$ cat config.mk
export PLATFORM = sky130hd
export DESIGN_NAME = mem_port_arbiter
export DESIGN_NICKNAME = d
export VERILOG_FILES = /design/src/rtl/mem_port_arbiter.sv
export SDC_FILE = /design/constraint.sdc
export NUM_CORES = 1
export LEC_CHECK = 0
export ABC_AREA = 1
export CAP_MARGIN = 5
export CELL_PAD_IN_SITES_DETAIL_PLACEMENT = 0
export CELL_PAD_IN_SITES_GLOBAL_PLACEMENT = 1
export CORE_AREA = 4 4 156 158
export DETAILED_ROUTE_END_ITERATION = 10
export DIE_AREA = 0 0 160 162
export PLACE_DENSITY = 0.76
export SYNTH_ARGS = -nofsm -noshare
export SYNTH_HDL_FRONTEND = slang
export SYNTH_SLANG_ARGS = --single-unit
$ cat constraint.sdc
create_clock -name clk -period 2.2 [get_ports clk]
set_clock_uncertainty 0.1 [all_clocks]
set_input_delay 0.66 -clock clk [delete_from_list [all_inputs] [get_ports clk]]
set_output_delay 0.66 -clock clk [all_outputs]
set_load 0.01 [all_outputs]
$ cat src/rtl/mem_port_arbiter.sv
// Purpose : two-master arbiter for the memory-map CPU data port (m0 = LSU, m1 = DMA).
// Latency : grants and bus mux are combinational; read-valid is flagged one cycle after the grant.
// Backpr. : a denied master sees x_gnt=0 and must hold its request fields until it is granted.
//
// Ports:
//   clk, rst_n                 clock and asynchronous active-low reset
//   mX_req/lock/addr/wrdata/memop/we   per-master beat request (X = 0,1)
//   mX_gnt                     beat accepted this cycle
//   mX_rdvalid                 rddata belongs to this master's read beat of the previous cycle
//   rddata                     bus_rddata passed through to both masters
//   bus_*                      memory-map side of the shared port
//   perf_gnt0/1, perf_stall0/1 performance counters, built only when ARB_PERF_CNT_EN is defined
//
// Build option: define ARB_PERF_CNT_EN to build the 32-bit performance counters;
// otherwise the perf outputs are tied to 0 and no counter flops exist.
module mem_port_arbiter #(
  parameter int unsigned MAX_BURST    = 8,
  parameter int unsigned STARVE_LIMIT = 4
) (
  input  logic        clk,
  input  logic        rst_n,
  input  logic        m0_req,
  input  logic        m1_req,
  input  logic        m0_lock,
  input  logic        m1_lock,
  input  logic [31:0] m0_addr,
  input  logic [31:0] m1_addr,
  input  logic [31:0] m0_wrdata,
  input  logic [31:0] m1_wrdata,
  input  logic [2:0]  m0_memop,
  input  logic [2:0]  m1_memop,
  input  logic        m0_we,
  input  logic        m1_we,
  output logic        m0_gnt,
  output logic        m1_gnt,
  output logic        m0_rdvalid,
  output logic        m1_rdvalid,
  output logic [31:0] rddata,
  output logic [31:0] bus_addr,
  output logic [31:0] bus_wrdata,
  output logic [2:0]  bus_memop,
  output logic        bus_we,
  input  logic [31:0] bus_rddata,
  output logic [31:0] perf_gnt0,
  output logic [31:0] perf_gnt1,
  output logic [31:0] perf_stall0,
  output logic [31:0] perf_stall1
);

  localparam int unsigned BW = $clog2(MAX_BURST + 1);
  localparam int unsigned SW = $clog2(STARVE_LIMIT + 1);
  localparam logic [BW-1:0] BURST_MAX  = BW'(MAX_BURST);
  localparam logic [SW-1:0] STARVE_MAX = SW'(STARVE_LIMIT);
  // A single-beat burst limit means a lock can never be held past its first beat.
  localparam bit CAN_LOCK = (MAX_BURST > 1);

  typedef enum logic [1:0] {IDLE, OWN0, OWN1} state_t;

  state_t        state_q, state_d;
  logic [BW-1:0] burst_q, burst_d, burst_inc;
  logic [SW-1:0] starve_q, starve_d;
  logic          prio1_q, prio1_d;
  logic          gnt0_raw, gnt1_raw;

  // Grant selection
  always_comb begin
    gnt0_raw = 1'b0;
    gnt1_raw = 1'b0;
    case (state_q)
      IDLE: begin
        if (m1_req && (starve_q == STARVE_MAX || prio1_q)) gnt1_raw = 1'b1;
        else if (m0_req)                                     gnt0_raw = 1'b1;
        else if (m1_req)                                     gnt1_raw = 1'b1;
      end
      OWN0:    gnt0_raw = m0_req;
      OWN1:    gnt1_raw = m1_req;
      default: ;
    endcase
  end

  // Grants are forced low while reset is asserted, independent of state.
  assign m0_gnt = gnt0_raw & rst_n;
  assign m1_gnt = gnt1_raw & rst_n;

  // Bus mux: m0's fields are the idle default; only the write enable is gated.
  assign bus_addr   = m1_gnt ? m1_addr   : m0_addr;
  assign bus_wrdata = m1_gnt ? m1_wrdata : m0_wrdata;
  assign bus_memop  = m1_gnt ? m1_memop  : m0_memop;
  assign bus_we     = (m0_gnt & m0_we) | (m1_gnt & m1_we);
  assign rddata     = bus_rddata;

  assign burst_inc = burst_q + BW'(1);

  // Next-state: ownership, burst length, priority flag, starvation counter
  always_comb begin
    state_d  = state_q;
    burst_d  = burst_q;
    prio1_d  = prio1_q;
    starve_d = starve_q;
    case (state_q)
      IDLE: begin
        burst_d = '0;
        if (CAN_LOCK && gnt0_raw && m0_lock) begin
          state_d = OWN0;
          burst_d = BW'(1);
        end else if (CAN_LOCK && gnt1_raw && m1_lock) begin
          state_d = OWN1;
          burst_d = BW'(1);
        end
      end
      OWN0: begin
        if (!m0_req || !m0_lock) begin
          state_d = IDLE;
          burst_d = '0;
        end else if (burst_inc == BURST_MAX) begin
          // Forced release: hand the next idle cycle to m1.
          state_d = IDLE;
          burst_d = '0;
          prio1_d = 1'b1;
        end else begin
          burst_d = burst_inc;
        end
      end
      OWN1: begin
        if (!m1_req || !m1_lock) begin
          state_d = IDLE;
          burst_d = '0;
        end else if (burst_inc == BURST_MAX) begin
          state_d = IDLE;
          burst_d = '0;
          prio1_d = 1'b0;
        end else begin
          burst_d = burst_inc;
        end
      end
      default: begin
        state_d = IDLE;
        burst_d = '0;
      end
    endcase

    if (gnt1_raw) prio1_d = 1'b0;

    if (gnt1_raw)                              starve_d = '0;
    else if (m1_req && starve_q != STARVE_MAX) starve_d = starve_q + SW'(1);
  end

  always_ff @(posedge clk or negedge rst_n) begin
    if (!rst_n) begin
      state_q    <= IDLE;
      burst_q    <= '0;
      starve_q   <= '0;
      prio1_q    <= 1'b0;
      m0_rdvalid <= 1'b0;
      m1_rdvalid <= 1'b0;
    end else begin
      state_q    <= state_d;
      burst_q    <= burst_d;
      starve_q   <= starve_d;
      prio1_q    <= prio1_d;
      m0_rdvalid <= gnt0_raw & ~m0_we;
      m1_rdvalid <= gnt1_raw & ~m1_we;
    end
  end

`ifdef ARB_PERF_CNT_EN
  logic [31:0] perf_gnt0_q, perf_gnt1_q, perf_stall0_q, perf_stall1_q;

  always_ff @(posedge clk or negedge rst_n) begin
    if (!rst_n) begin
      perf_gnt0_q   <= '0;
      perf_gnt1_q   <= '0;
      perf_stall0_q <= '0;
      perf_stall1_q <= '0;
    end else begin
      if (gnt0_raw)             perf_gnt0_q   <= perf_gnt0_q + 32'd1;
      if (gnt1_raw)             perf_gnt1_q   <= perf_gnt1_q + 32'd1;
      if (m0_req && !gnt0_raw)  perf_stall0_q <= perf_stall0_q + 32'd1;
      if (m1_req && !gnt1_raw)  perf_stall1_q <= perf_stall1_q + 32'd1;
    end
  end

  assign perf_gnt0   = perf_gnt0_q;
  assign perf_gnt1   = perf_gnt1_q;
  assign perf_stall0 = perf_stall0_q;
  assign perf_stall1 = perf_stall1_q;
`else
  assign perf_gnt0   = '0;
  assign perf_gnt1   = '0;
  assign perf_stall0 = '0;
  assign perf_stall1 = '0;
`endif

endmodule
==> results.cfg <==
[floorplanning]
core_um2 = 23100
ios = 406
die_x_um = 160
die-area_um2 = 25900
start_util = 0.120
rows = 56
die_h_um = 162

[power]
power_density_nw_per_um2 = 567
p_leak_nw = 2.92
vdd_ir_drop_max_uv = 242

[final_layout]
final_layout_size_suffix_gt1_frac = 0.378
syn_to_final_growth_pct = 109
post_layout_nonfiller_instances = 985
diodes = 0
final_nets = 874

[logic_synthesis]
avgSynthCellArea_um2 = 5.94
synth_compound_area_frac = 0.00633
ys_top_cells_by_area = buf_4 44%, nand2_1 31%, dfrtp_1 11%
seq_area_frac_synth = 0.109
synth_adder_area_share = 0.0136
synth_common_cells = 225 x nand2_1, 162 x buf_4, 15 x inv_1
synth_xor_area_frac = 0.00633
synth_top_family_by_area = buffers and inverters
synthMuxAreaShare = 0.00407
yosys.cell_types.count = 24
netlist.area_leader.share = 0.440
synth_simple_gate_area_share = 0.365
netlist_instances = 466
synth_edf_count = 0
ys_warn_count = 0
ys_ff_latch = 12
synthArstFlopShare = 1.00
ys.flop_type = dfrtp_1
yosys.cell_count.top_type = nand2_1
netlist_area_um2 = 2770
synth_area_leader_cell = buf_4

[outcome]
violations = negative setup slack
status = finished with violations

[routing]
detail_route.first_pass.iterations = 4
drtAntennaViolNets = 0
drt-total-wl_mm = 13.7
via_per_inst = 3.26
drc = 0
wl_per_cell_um = 13.9
via_count = 3211
drtIter0Drc = 106

[clock_tree]
cts_num_sinks = 12
cts_root_buf = clkbuf_16
clockBufferDepth = 2
clk_pin_slew_worst_paths_ns = 0.04
htree_levels = 1
holdBufCountCts = 0
cts-buffers-inserted = 3
cts_tree = done
clk-insertion-delay-late_ns = 0.24

[setup_path]
cp.arrival_ns = 1.95
crit_path_cell_trace = clkbuf_4 > inv_8 > nor2_4 > nand2_4 > nor2_8 > buf_12 > buf_12 > inv_16 > buf_12 > buf_12 > nand2_2 > nand2_2 > buf_6
crit_path_max_incr_delay_ns = 0.15
cpMaxStageDelayCell = clkbuf_4
worstReg2RegStart = starve_q[0]
ff2ff_setup_slack_ns = 0.42
r2r_cells = 12
path_max_fanout = 6
crit_type = in -> out
critPathRequiredTime_ns = 1.44
cp-end-kind = output pin
crit_path_start = m1_req
start_kind = input port
crit_path_frequent_cell = buf_12

[timing]
max_freq_mhz = 368
hold_viol_final = 0
worst_hold_slack_ns = 0.410
drv_slew = 0
worst_slack_ns = -0.514
setup_viol = 70
min_period_ns = 2.71
post-route-period-util = 1.23
rsz0062_at_grt = yes

[grt]
antenna_found_initial = 0
grt_pass1_vias = 3132
groute.usage.overall = 0.0945
grt_max_degree = 15
overflow = 0
grt_pass1_wl_mm = 18.9

[min_path]
hold_path_class = in -> async

[place]
dp.cells = 942
post-dp-hpwl_mm = 9.42
numPortBuffers = 213
place_congestion = 0.746

[job]
drv_cap = 0
==> cell usage in the layout (no fill, tap or decap), types with 2 or more instances in the layout <==
master	count
buf_12	14
buf_16	8
buf_2	29
buf_4	25
buf_6	50
buf_8	4
clkbuf_16	3
clkdlybuf4s50_1	140
conb_1	128
dfrtp_1	12
ha_1	2
inv_1	12
inv_2	4
nand2_1	110
nand2_2	81
nand2_4	35
nand3_1	9
nand4_1	2
nor2_1	8
nor3_1	2
==> cell families after synthesis <==
| logic type | after synthesis |
|---|---|
| compound gates | 3 |
| xor+xnor | 2 |
| fa+ha+maj | 3 |
| buf+inv | 192 |
| flops | 12 |
| mux | 1 |
| other cells | 1 |
| simple gates | 252 |
==> layer usage <==
metal  part of all wire  up-vias  track usage
met5                  0        -            0
met4              0.014        0       0.0172
met3               0.12       19       0.0406
met2               0.52      214        0.176
met1               0.34     1404       0.0999
li1                   -     1574            -
==> registers in the layout, indices dropped and copies added, names as in the netlist <==
signal	count
state_q	2
burst_q	4
m1_rdvalid	1
prio1_q	1
starve_q	3
m0_rdvalid	1
==> per-stage QoR <==
stage	cell area, µm²	util	TNS (ns)	power (mW)	setup slack [ns]
final	5790	0.251	-31.30	3.28	-0.514
after global routing	5790	0.251	-36.00	3.52	-0.570
after CTS	5570	0.241	-36.82	3.20	-0.573
after detailed placement	4720	0.204	-78.81	2.21	-1.22
after global placement	4720	0.204	-78.14	2.21	-1.22
after floorplan	3330	-	-0.00659	1.41	-0.00384
==> path summary, 6_finish.rpt <==
path | to
max reg2reg | burst_q[0]
min | prio1_q
min reg2reg | burst_q[0]
max in group asynchronous | starve_q[2]
max | bus_addr[18]
min in group clk | burst_q[0]
==> cell type report <==
| type | count | area [µm²] |
|---|---|---|
| Clock buffer | 3 | 75.1 |
| Timing Repair Buffer | 273 | 2910 |
| Inverter | 18 | 91.3 |
| Multi-Input combinational cell | 389 | 2060 |
| Fill cell | 2543 | 17300 |
| Sequential cell | 12 | 300 |
| Tap cell | 290 | 363 |
==> critical path: cells and delay by family <==
family                 cells  cell delay, ns
buffers and inverters      8            0.84
AND/OR/NAND/NOR            5            0.45
==> report_power, final <==
part	switching [mW]	internal [mW]	total [mW]
logic	1.22	1.41	2.63
registers	0.0448	0.285	0.330
clock network	0.0891	0.236	0.325
total	1.35	1.93	3.28
==> what timing repair did <==
item	in CTS	in global routing
resized for setup	432	66
hold endpoints to repair	0	0
cloned	12	0
setup buffers	27	5
endpoints found under the setup margin	70	70
pin swaps	16	11
Note: power is estimated with default switching activity, not from simulation.
